## src/rtl/rv0_ct_ctrl.sv

```systemverilog
// Control-transfer sequencer: turns resolved JAL/JALR/BRANCH outcomes into
// fetch redirects with a front-end drain window, or misaligned-target traps.
module rv0_ct_ctrl #(
    parameter int unsigned XLEN         = 32,
    parameter int unsigned FLUSH_CYCLES = 2
) (
    input  logic            clk_i,
    input  logic            rst_ni,
    input  logic            ex_valid_i,
    input  logic            ex_ct_i,
    input  logic [XLEN-1:0] ex_addr_i,
    input  logic            alu_ct_trans_i,
    input  logic [XLEN-1:0] alu_ct_target_i,
    output logic            ex_stall_o,
    output logic            ex_ack_o,
    output logic            ex_kill_o,
    output logic            fch_redir_valid_o,
    output logic [XLEN-1:0] fch_redir_addr_o,
    input  logic            fch_redir_ready_i,
    output logic            pipe_flush_o,
    output logic            trap_valid_o,
    output logic [XLEN-1:0] trap_epc_o,
    output logic [XLEN-1:0] trap_tval_o,
    input  logic            trap_ack_i,
    output logic [31:0]     ct_cnt_o,
    output logic [31:0]     ct_taken_cnt_o
);

    localparam int unsigned CntW = 32;
    localparam int unsigned FcW  = 3;

    typedef enum logic [1:0] {
        IDLE     = 2'd0,
        REDIRECT = 2'd1,
        FLUSH    = 2'd2,
        TRAP     = 2'd3
    } state_e;

    state_e            state_q, state_d;
    logic [FcW-1:0]    flush_cnt_q, flush_cnt_d;
    logic [XLEN-1:0]   redir_addr_q, redir_addr_d;
    logic [XLEN-1:0]   epc_q, epc_d;
    logic [XLEN-1:0]   tval_q, tval_d;
    logic              redir_valid_q, redir_valid_d;
    logic              flush_q, flush_d;
    logic              trap_valid_q, trap_valid_d;
    logic [CntW-1:0]   ct_cnt_q, ct_cnt_d;
    logic [CntW-1:0]   taken_cnt_q, taken_cnt_d;

    logic accept, misaligned, handshake, trap_done;

    // Event decode; ack/kill/stall must react in the same cycle as the inputs
    always_comb begin
        accept     = (state_q == IDLE) && ex_valid_i && ex_ct_i;
        misaligned = (alu_ct_target_i[1:0] != 2'b00);
        handshake  = (state_q == REDIRECT) && fch_redir_ready_i;
        trap_done  = (state_q == TRAP) && trap_ack_i;
        ex_ack_o   = (accept && !alu_ct_trans_i) || handshake;
        ex_kill_o  = trap_done;
        ex_stall_o = ((state_q == REDIRECT) && !fch_redir_ready_i) ||
                     ((state_q == TRAP) && !trap_ack_i);
    end

    always_comb begin
        state_d      = state_q;
        flush_cnt_d  = flush_cnt_q;
        redir_addr_d = redir_addr_q;
        epc_d        = epc_q;
        tval_d       = tval_q;
        ct_cnt_d     = ct_cnt_q;
        taken_cnt_d  = taken_cnt_q;
        case (state_q)
            IDLE: begin
                if (accept) begin
                    if (!alu_ct_trans_i) begin
                        ct_cnt_d = ct_cnt_q + CntW'(1);
                    end else if (misaligned) begin
                        tval_d  = alu_ct_target_i;
                        epc_d   = ex_addr_i;
                        state_d = TRAP;
                    end else begin
                        redir_addr_d = alu_ct_target_i;
                        state_d      = REDIRECT;
                    end
                end
            end
            REDIRECT: begin
                if (fch_redir_ready_i) begin
                    ct_cnt_d    = ct_cnt_q + CntW'(1);
                    taken_cnt_d = taken_cnt_q + CntW'(1);
                    if (FLUSH_CYCLES == 0) begin
                        state_d = IDLE;
                    end else begin
                        state_d     = FLUSH;
                        flush_cnt_d = FcW'(FLUSH_CYCLES - 1);
                    end
                end
            end
            FLUSH: begin
                if (flush_cnt_q == '0) begin
                    state_d = IDLE;
                end else begin
                    flush_cnt_d = flush_cnt_q - FcW'(1);
                end
            end
            TRAP: begin
                if (trap_ack_i) begin
                    ct_cnt_d = ct_cnt_q + CntW'(1);
                    state_d  = IDLE;
                end
            end
            default: state_d = IDLE;
        endcase
        // Moore outputs are registered from the next state so they carry no input path
        redir_valid_d = (state_d == REDIRECT);
        flush_d       = (state_d == REDIRECT) || (state_d == FLUSH);
        trap_valid_d  = (state_d == TRAP);
    end

    always_ff @(posedge clk_i) begin
        if (!rst_ni) begin
            state_q       <= IDLE;
            flush_cnt_q   <= '0;
            redir_addr_q  <= '0;
            epc_q         <= '0;
            tval_q        <= '0;
            redir_valid_q <= 1'b0;
            flush_q       <= 1'b0;
            trap_valid_q  <= 1'b0;
            ct_cnt_q      <= '0;
            taken_cnt_q   <= '0;
        end else begin
            state_q       <= state_d;
            flush_cnt_q   <= flush_cnt_d;
            redir_addr_q  <= redir_addr_d;
            epc_q         <= epc_d;
            tval_q        <= tval_d;
            redir_valid_q <= redir_valid_d;
            flush_q       <= flush_d;
            trap_valid_q  <= trap_valid_d;
            ct_cnt_q      <= ct_cnt_d;
            taken_cnt_q   <= taken_cnt_d;
        end
    end

    assign fch_redir_valid_o = redir_valid_q;
    assign fch_redir_addr_o  = redir_addr_q;
    assign pipe_flush_o      = flush_q;
    assign trap_valid_o      = trap_valid_q;
    assign trap_epc_o        = epc_q;
    assign trap_tval_o       = tval_q;
    assign ct_cnt_o          = ct_cnt_q;
    assign ct_taken_cnt_o    = taken_cnt_q;

endmodule

```

## config.mk

```make
export PLATFORM = sky130hd
export DESIGN_NAME = rv0_ct_ctrl
export DESIGN_NICKNAME = d
export VERILOG_FILES = /design/src/rtl/rv0_ct_ctrl.sv
export SDC_FILE = /design/constraint.sdc
export NUM_CORES = 1
export LEC_CHECK = 0
export CORE_ASPECT_RATIO = 1.4
export CORE_UTILIZATION = 49
export CTS_CLUSTER_DIAMETER = 200
export DETAILED_ROUTE_END_ITERATION = 10
export PLACE_DENSITY = 0.86
export REMOVE_ABC_BUFFERS = 1
export SYNTH_ARGS = -nofsm -noshare
export SYNTH_HDL_FRONTEND = slang
export SYNTH_SLANG_ARGS = --single-unit
```

## constraint.sdc

```tcl
create_clock -name clk_i -period 4.7 [get_ports clk_i]
set_input_delay 0.94 -clock clk_i [delete_from_list [all_inputs] [get_ports clk_i]]
set_output_delay 0.94 -clock clk_i [all_outputs]
set_load 0.05 [all_outputs]
```

=== Word level (Yosys, flattened, before mapping) ===
Cells that the tools add are included.

* Memory bits (read-only): 0
* Output and inout bits: 166
* Memories: 0
* Bits in latches: 0
* Register bits after elaboration: 168
* RAM bits: 0
* Bits of input ports: 71

* Multiplexer cells: 15
* Reductions and logical operators: 23
* $mul: 0
* Order comparisons: 0
* Eq/ne operators: 11
* Shift operators: 0
* Divide/modulo/power cells: 0
* Bitwise logic cells: 1
* Add/subtract/negate cells: 3

{| class="wikitable"
|+ Operators with widths
! kind !! number
|-
| 32-bit two-way mux || 4
|-
| 32-bit case mux with 3 select lines || 1
|-
| 32-bit by 1-bit adder with 32-bit output (second input constant) || 2
|-
| 2-bit two-way mux || 6
|-
| 2-bit inequality test (second input constant) || 5
|-
| 2-bit equality test (second input constant) || 4
|-
| 2-bit case mux with 4 select lines || 1
|-
| 4-bit AND reduction || 2
|-
| 1-bit logical AND || 7
|-
| 3-bit two-way mux || 2
|-
| 3-bit case mux with 2 select lines || 1
|-
| 5-bit AND reduction || 1
|-
| 2-bit by 1-bit equality test with 1-bit output (second input constant) || 2
|-
| 2-bit nonzero test || 2
|-
| 1-bit logical NOT || 3
|-
| 3-bit logical NOT || 1
|-
| 1-bit logical OR || 3
|-
| 3-bit AND reduction || 1
|-
| 3-bit nonzero test || 1
|-
| 3-bit by 1-bit subtractor with 3-bit output (second input constant) || 1
|-
| 2-bit logical NOT || 1
|-
| 2-bit AND reduction || 1
|-
| 1-bit NOT || 1
|}

=== Depth between registers and ports, before layout ===
* Word-level depth: 7
* Mapped depth: 9
* Depth with buffers taken out: 8

=== Worst setup path before layout ===
OpenSTA, ideal clock, no wires.

* Path kind: in2out
* From: input port alu_ct_trans_i
* To: output port ex_ack_o
* Stages on the path: 4
* Data arrival time: 1.944 ns
* Data required time: 3.760 ns
* Path slack: 1.816 ns
* Cell sequence: clkbuf_1 -> nor2_1 -> a32oi_1 -> nor2_1

* Longest elaborated chain between the ends: 3

{| class="wikitable"
|+ Ends and longest elaborated chain
! element !! RTL line !! source
|-
| from (decl) || 12 || <nowiki>input logic alu_ct_trans_i,</nowiki>
|-
| 1-bit logical NOT || n/a ||
|-
| 1-bit logical AND || 58 || <nowiki>ex_ack_o = (accept && !alu_ct_trans_i) || handshake;</nowiki>
|-
| 1-bit logical OR || 58 ||
|-
| to (decl) || 15 || <nowiki>output logic ex_ack_o,</nowiki>
|}

Every way passes these cells.

=== Final worst setup path ===
* From: input port fch_redir_ready_i
* To: output port ex_stall_o

* Longest elaborated chain between the ends: 3

{| class="wikitable"
|+ Ends and longest elaborated chain
! element !! RTL line !! source
|-
| from (decl) || 19 || <nowiki>input logic fch_redir_ready_i,</nowiki>
|-
| 1-bit logical NOT || 60 || <nowiki>ex_stall_o = ((state_q == REDIRECT) && !fch_redir_ready_i) ||</nowiki>
|-
| 1-bit logical AND || 60 ||
|-
| 1-bit logical OR || 60 ||
|-
| to (decl) || 14 || <nowiki>output logic ex_stall_o,</nowiki>
|}

Every way passes these cells.

==> flow_metrics.py <==
metrics = {
    "status": {
        "status": "finished, final reports clean",
    },
    "pwr": {
        "vdd_drop_max_mv": 0.241,
        "p_leak_uw": 0.00325,
        "powerDensity_nw_per_um2": 313,
    },
    "cts": {
        "clock_sinks": 168,
        "ctsHtreeMaxLevel": 4,
        "clk_transition_reported_paths_ns": 0.06,
        "cts_root_buf": "clkbuf_16",
        "hold_buffers": 0,
        "cts_tree": "built",
        "numCtsBuffers": 17,
        "clock_latency_ns": 0.42,
        "cts_resized": 0,
        "clock_path_buffers": 2,
        "post_cts_buffers": 0,
    },
    "setup_path": {
        "rrSetupSlack_ns": 2.31,
        "worst-path-stages": 6,
        "slowest_delay_ns": 0.80,
        "arrival_ns": 2.87,
        "path_buf_inv": 4,
        "r2r_cells": 5,
        "crit_end": "ex_stall_o",
        "path_cells": "clkdlybuf4s50_1 -> mux2_2 -> inv_1 -> nand2_1 -> inv_1 -> clkdlybuf4s50_1",
        "critPathCaptureType": "primary output",
        "critPathKind": "in -> out",
        "r2r_end": "ct_cnt_o[17]$_SDFFE_PN0P_",
        "startpoint_type": "primary input",
        "cp_max_fo": 5,
        "cp_slowest_cell": "clkdlybuf4s50_1",
        "r2r_start": "state_q[0]$_SDFF_PN0_",
        "crit_start": "fch_redir_ready_i",
        "cp.required_ns": 3.76,
        "crit_family": "buffers and inverters",
    },
    "placement": {
        "gp_congestion": 0.850,
        "dpl.hpwl_um": 13200,
        "io_buffers": 236,
    },
    "timing": {
        "fin_crit_sh": 0.811,
        "setup_viol": 0,
        "tightest_slew_ns": 1.22,
        "period_minus_slack_ns": 3.81,
        "final_hold_viol_count": 0,
        "drv_slew": 0,
        "tns_ns": 0,
        "slew_headroom": 0.185,
        "fmax_mhz": 262,
        "hold_slack_ns": 0.452,
        "rsz0062_at_grt": "no",
        "skew_ns": 0.00911,
    },
    "route": {
        "vias": 6826,
        "drtIter0Drc": 254,
        "wl_um": 19800,
        "avgViaCountPerCell": 5.50,
        "first_pass_iters": 4,
        "drc": 0,
        "antenna_left": 0,
        "wl_per_cell_um": 15.9,
    },
    "layout": {
        "area_growth_pct": 43.6,
        "antenna_cells": 0,
        "fill_cells": 1038,
        "finalCoreUtilization": 0.729,
        "fin_nets": 1123,
        "layout-drive-gt1-share": 0.0463,
    },
    "synthesis": {
        "synthArstFlopShare": 0,
        "ys_ff_latch": 168,
        "synth-edff-count": 0,
        "seq_area_frac_synth": 0.490,
        "ys_types": 52,
        "synthCells": 843,
        "avgSynthCellArea_um2": 8.14,
        "synth_area_um2": 6860,
        "yosysWarningCount": 0,
        "synth_flop_cell": "dfxtp_1",
    },
    "floorplanning": {
        "die_area_um2": 14500,
        "ios": 237,
        "fp.dieH_um": 142,
        "initial_core_util": 0.508,
        "core_um2": 13500,
        "rows": 50,
        "die_x_um": 102,
    },
    "global_route": {
        "grt_pass1_vias": 6282,
        "grt_max_degree": 90,
        "grt_pass1_wl_um": 31100,
        "grt-ovfl-total": 0,
        "grtUsageTotal": 0.271,
        "grt_antenna_before_repair": 0,
    },
    "job": {
        "drv_cap": 0,
    },
    "min_path": {
        "min_path_type": "reg -> reg",
        "whs_path_depth": 2,
    },
}
## cell usage after synthesis (3+ instances only)
library cell | instances | area [um^2]
and2_1 | 6 | 37.5
xnor2_1 | 4 | 35.0
nand3_1 | 18 | 90.1
and4_1 | 8 | 70.1
nor2_1 | 22 | 82.6
xor2_1 | 7 | 61.3
nor4_1 | 8 | 50.1
o31ai_1 | 24 | 180
mux2i_1 | 11 | 110
a21oi_1 | 137 | 686
buf_2 | 5 | 25.0
or3_1 | 14 | 87.6
dfxtp_1 | 168 | 3360
inv_1 | 14 | 52.6
clkbuf_1 | 50 | 188
nand4_1 | 22 | 138
or4_1 | 25 | 188
o21ai_0 | 17 | 85.1
and3_1 | 10 | 62.6
nand2_1 | 219 | 822
a32oi_1 | 3 | 26.3
nand2b_1 | 9 | 56.3
nor2b_1 | 3 | 18.8
ha_1 | 6 | 75.1
## registers in the layout, indices dropped and copies added (netlist names)
name / cells
fch_redir_valid_o: 1
trap_tval_o: 32
ct_cnt_o: 32
flush_cnt_q: 3
trap_valid_o: 1
trap_epc_o: 32
ct_taken_cnt_o: 32
pipe_flush_o: 1
state_q: 2
fch_redir_addr_o: 32
## worst min-delay path by stage
stage                                                   to  slack (ns)                              from
after floorplan                flush_cnt_q[0]$_SDFFE_PN0P_        0.45       flush_cnt_q[0]$_SDFFE_PN0P_
after global placement    fch_redir_addr_o[4]$_SDFFE_PN0P_        0.44  fch_redir_addr_o[4]$_SDFFE_PN0P_
after detailed placement      trap_tval_o[14]$_SDFFE_PN0P_        0.45      trap_tval_o[14]$_SDFFE_PN0P_
after CTS                      trap_epc_o[30]$_SDFFE_PN0P_        0.45       trap_epc_o[30]$_SDFFE_PN0P_
after global routing           trap_epc_o[31]$_SDFFE_PN0P_        0.47       trap_epc_o[31]$_SDFFE_PN0P_
final                          trap_tval_o[7]$_SDFFE_PN0P_        0.45       trap_tval_o[7]$_SDFFE_PN0P_
## cell usage in the layout (no fill, tap or decap), types with 9 or more instances in the layout
cell / instances
or4_1: 25
nand4_1: 22
o21ai_0: 17
or3_1: 14
clkdlybuf4s50_1: 236
nand2b_1: 9
o31ai_1: 24
nand3_1: 18
a21oi_1: 137
nor2_1: 22
dfxtp_1: 168
clkbuf_16: 17
and3_1: 10
mux2i_1: 11
inv_1: 14
nand2_1: 219
## per-stage QoR
step / cell area, um^2 / instances / power (uW) / setup slack [ns]
detailed placement: 9290 / 1209 / 1770 / 0.910
floorplan: 6620 / 784 / 1630 / 0.623
finish: 9850 / 1240 / 3080 / 0.890
CTS: 9850 / 1240 / 3110 / 0.892
global placement: 9290 / 1209 / 1770 / 0.895
global route: 9850 / 1240 / 3180 / 0.817
## where the power goes
group | switching [uW] | leakage (uW) | internal, uW | total [uW]
combinational | 168 | 0.00162 | 111 | 280
clock | 600 | 0.000275 | 743 | 1340
sequential | 13.5 | 0.00136 | 1450 | 1460
total | 782 | 0.00325 | 2300 | 3080
## layer usage
| metal | routed length (um) | global-route usage |
|---|---|---|
| met1 | 7770 | 0.313 |
| met2 | 9890 | 0.461 |
| met3 | 1170 | 0.0565 |
| met4 | 925 | 0.152 |
| met5 | 0 | 0 |
## area by class of cell
type / instances / area [um^2] / share of cell area
multi-input combinational: 601 / 3210 / 0.326
inverter: 15 / 58.8 / 0.00597
sequential: 168 / 3360 / 0.341
timing repair buffer: 243 / 2430 / 0.246
tap: 182 / 228 / 0.0231
clock buffer: 17 / 425 / 0.0432
clock inverter: 14 / 143 / 0.0145
## worst register-to-register path, cell delays in order, from the launching register on
cell	delay, ns
dfxtp_1	0.61
nor4bb_1	0.12
buf_4	0.19
a32oi_1	0.98
o21ai_0	0.23
a21oi_1	0.19
## cell families (layout without fill, tap and decap cells)
group,Yosys count,in the layout,share of synthesized area
AND/OR/NAND/NOR,382,382,0.271
XOR/XNOR,11,11,0.0140
buffers and inverters,74,289,0.0432
multiplexers,12,12,0.0177
AO/OA/AOI/OAI,190,190,0.154
adder cells (fa/ha/maj),6,6,0.0109
flip-flops,168,168,0.490
No activity file was read; power rests on OpenSTA's default activity.
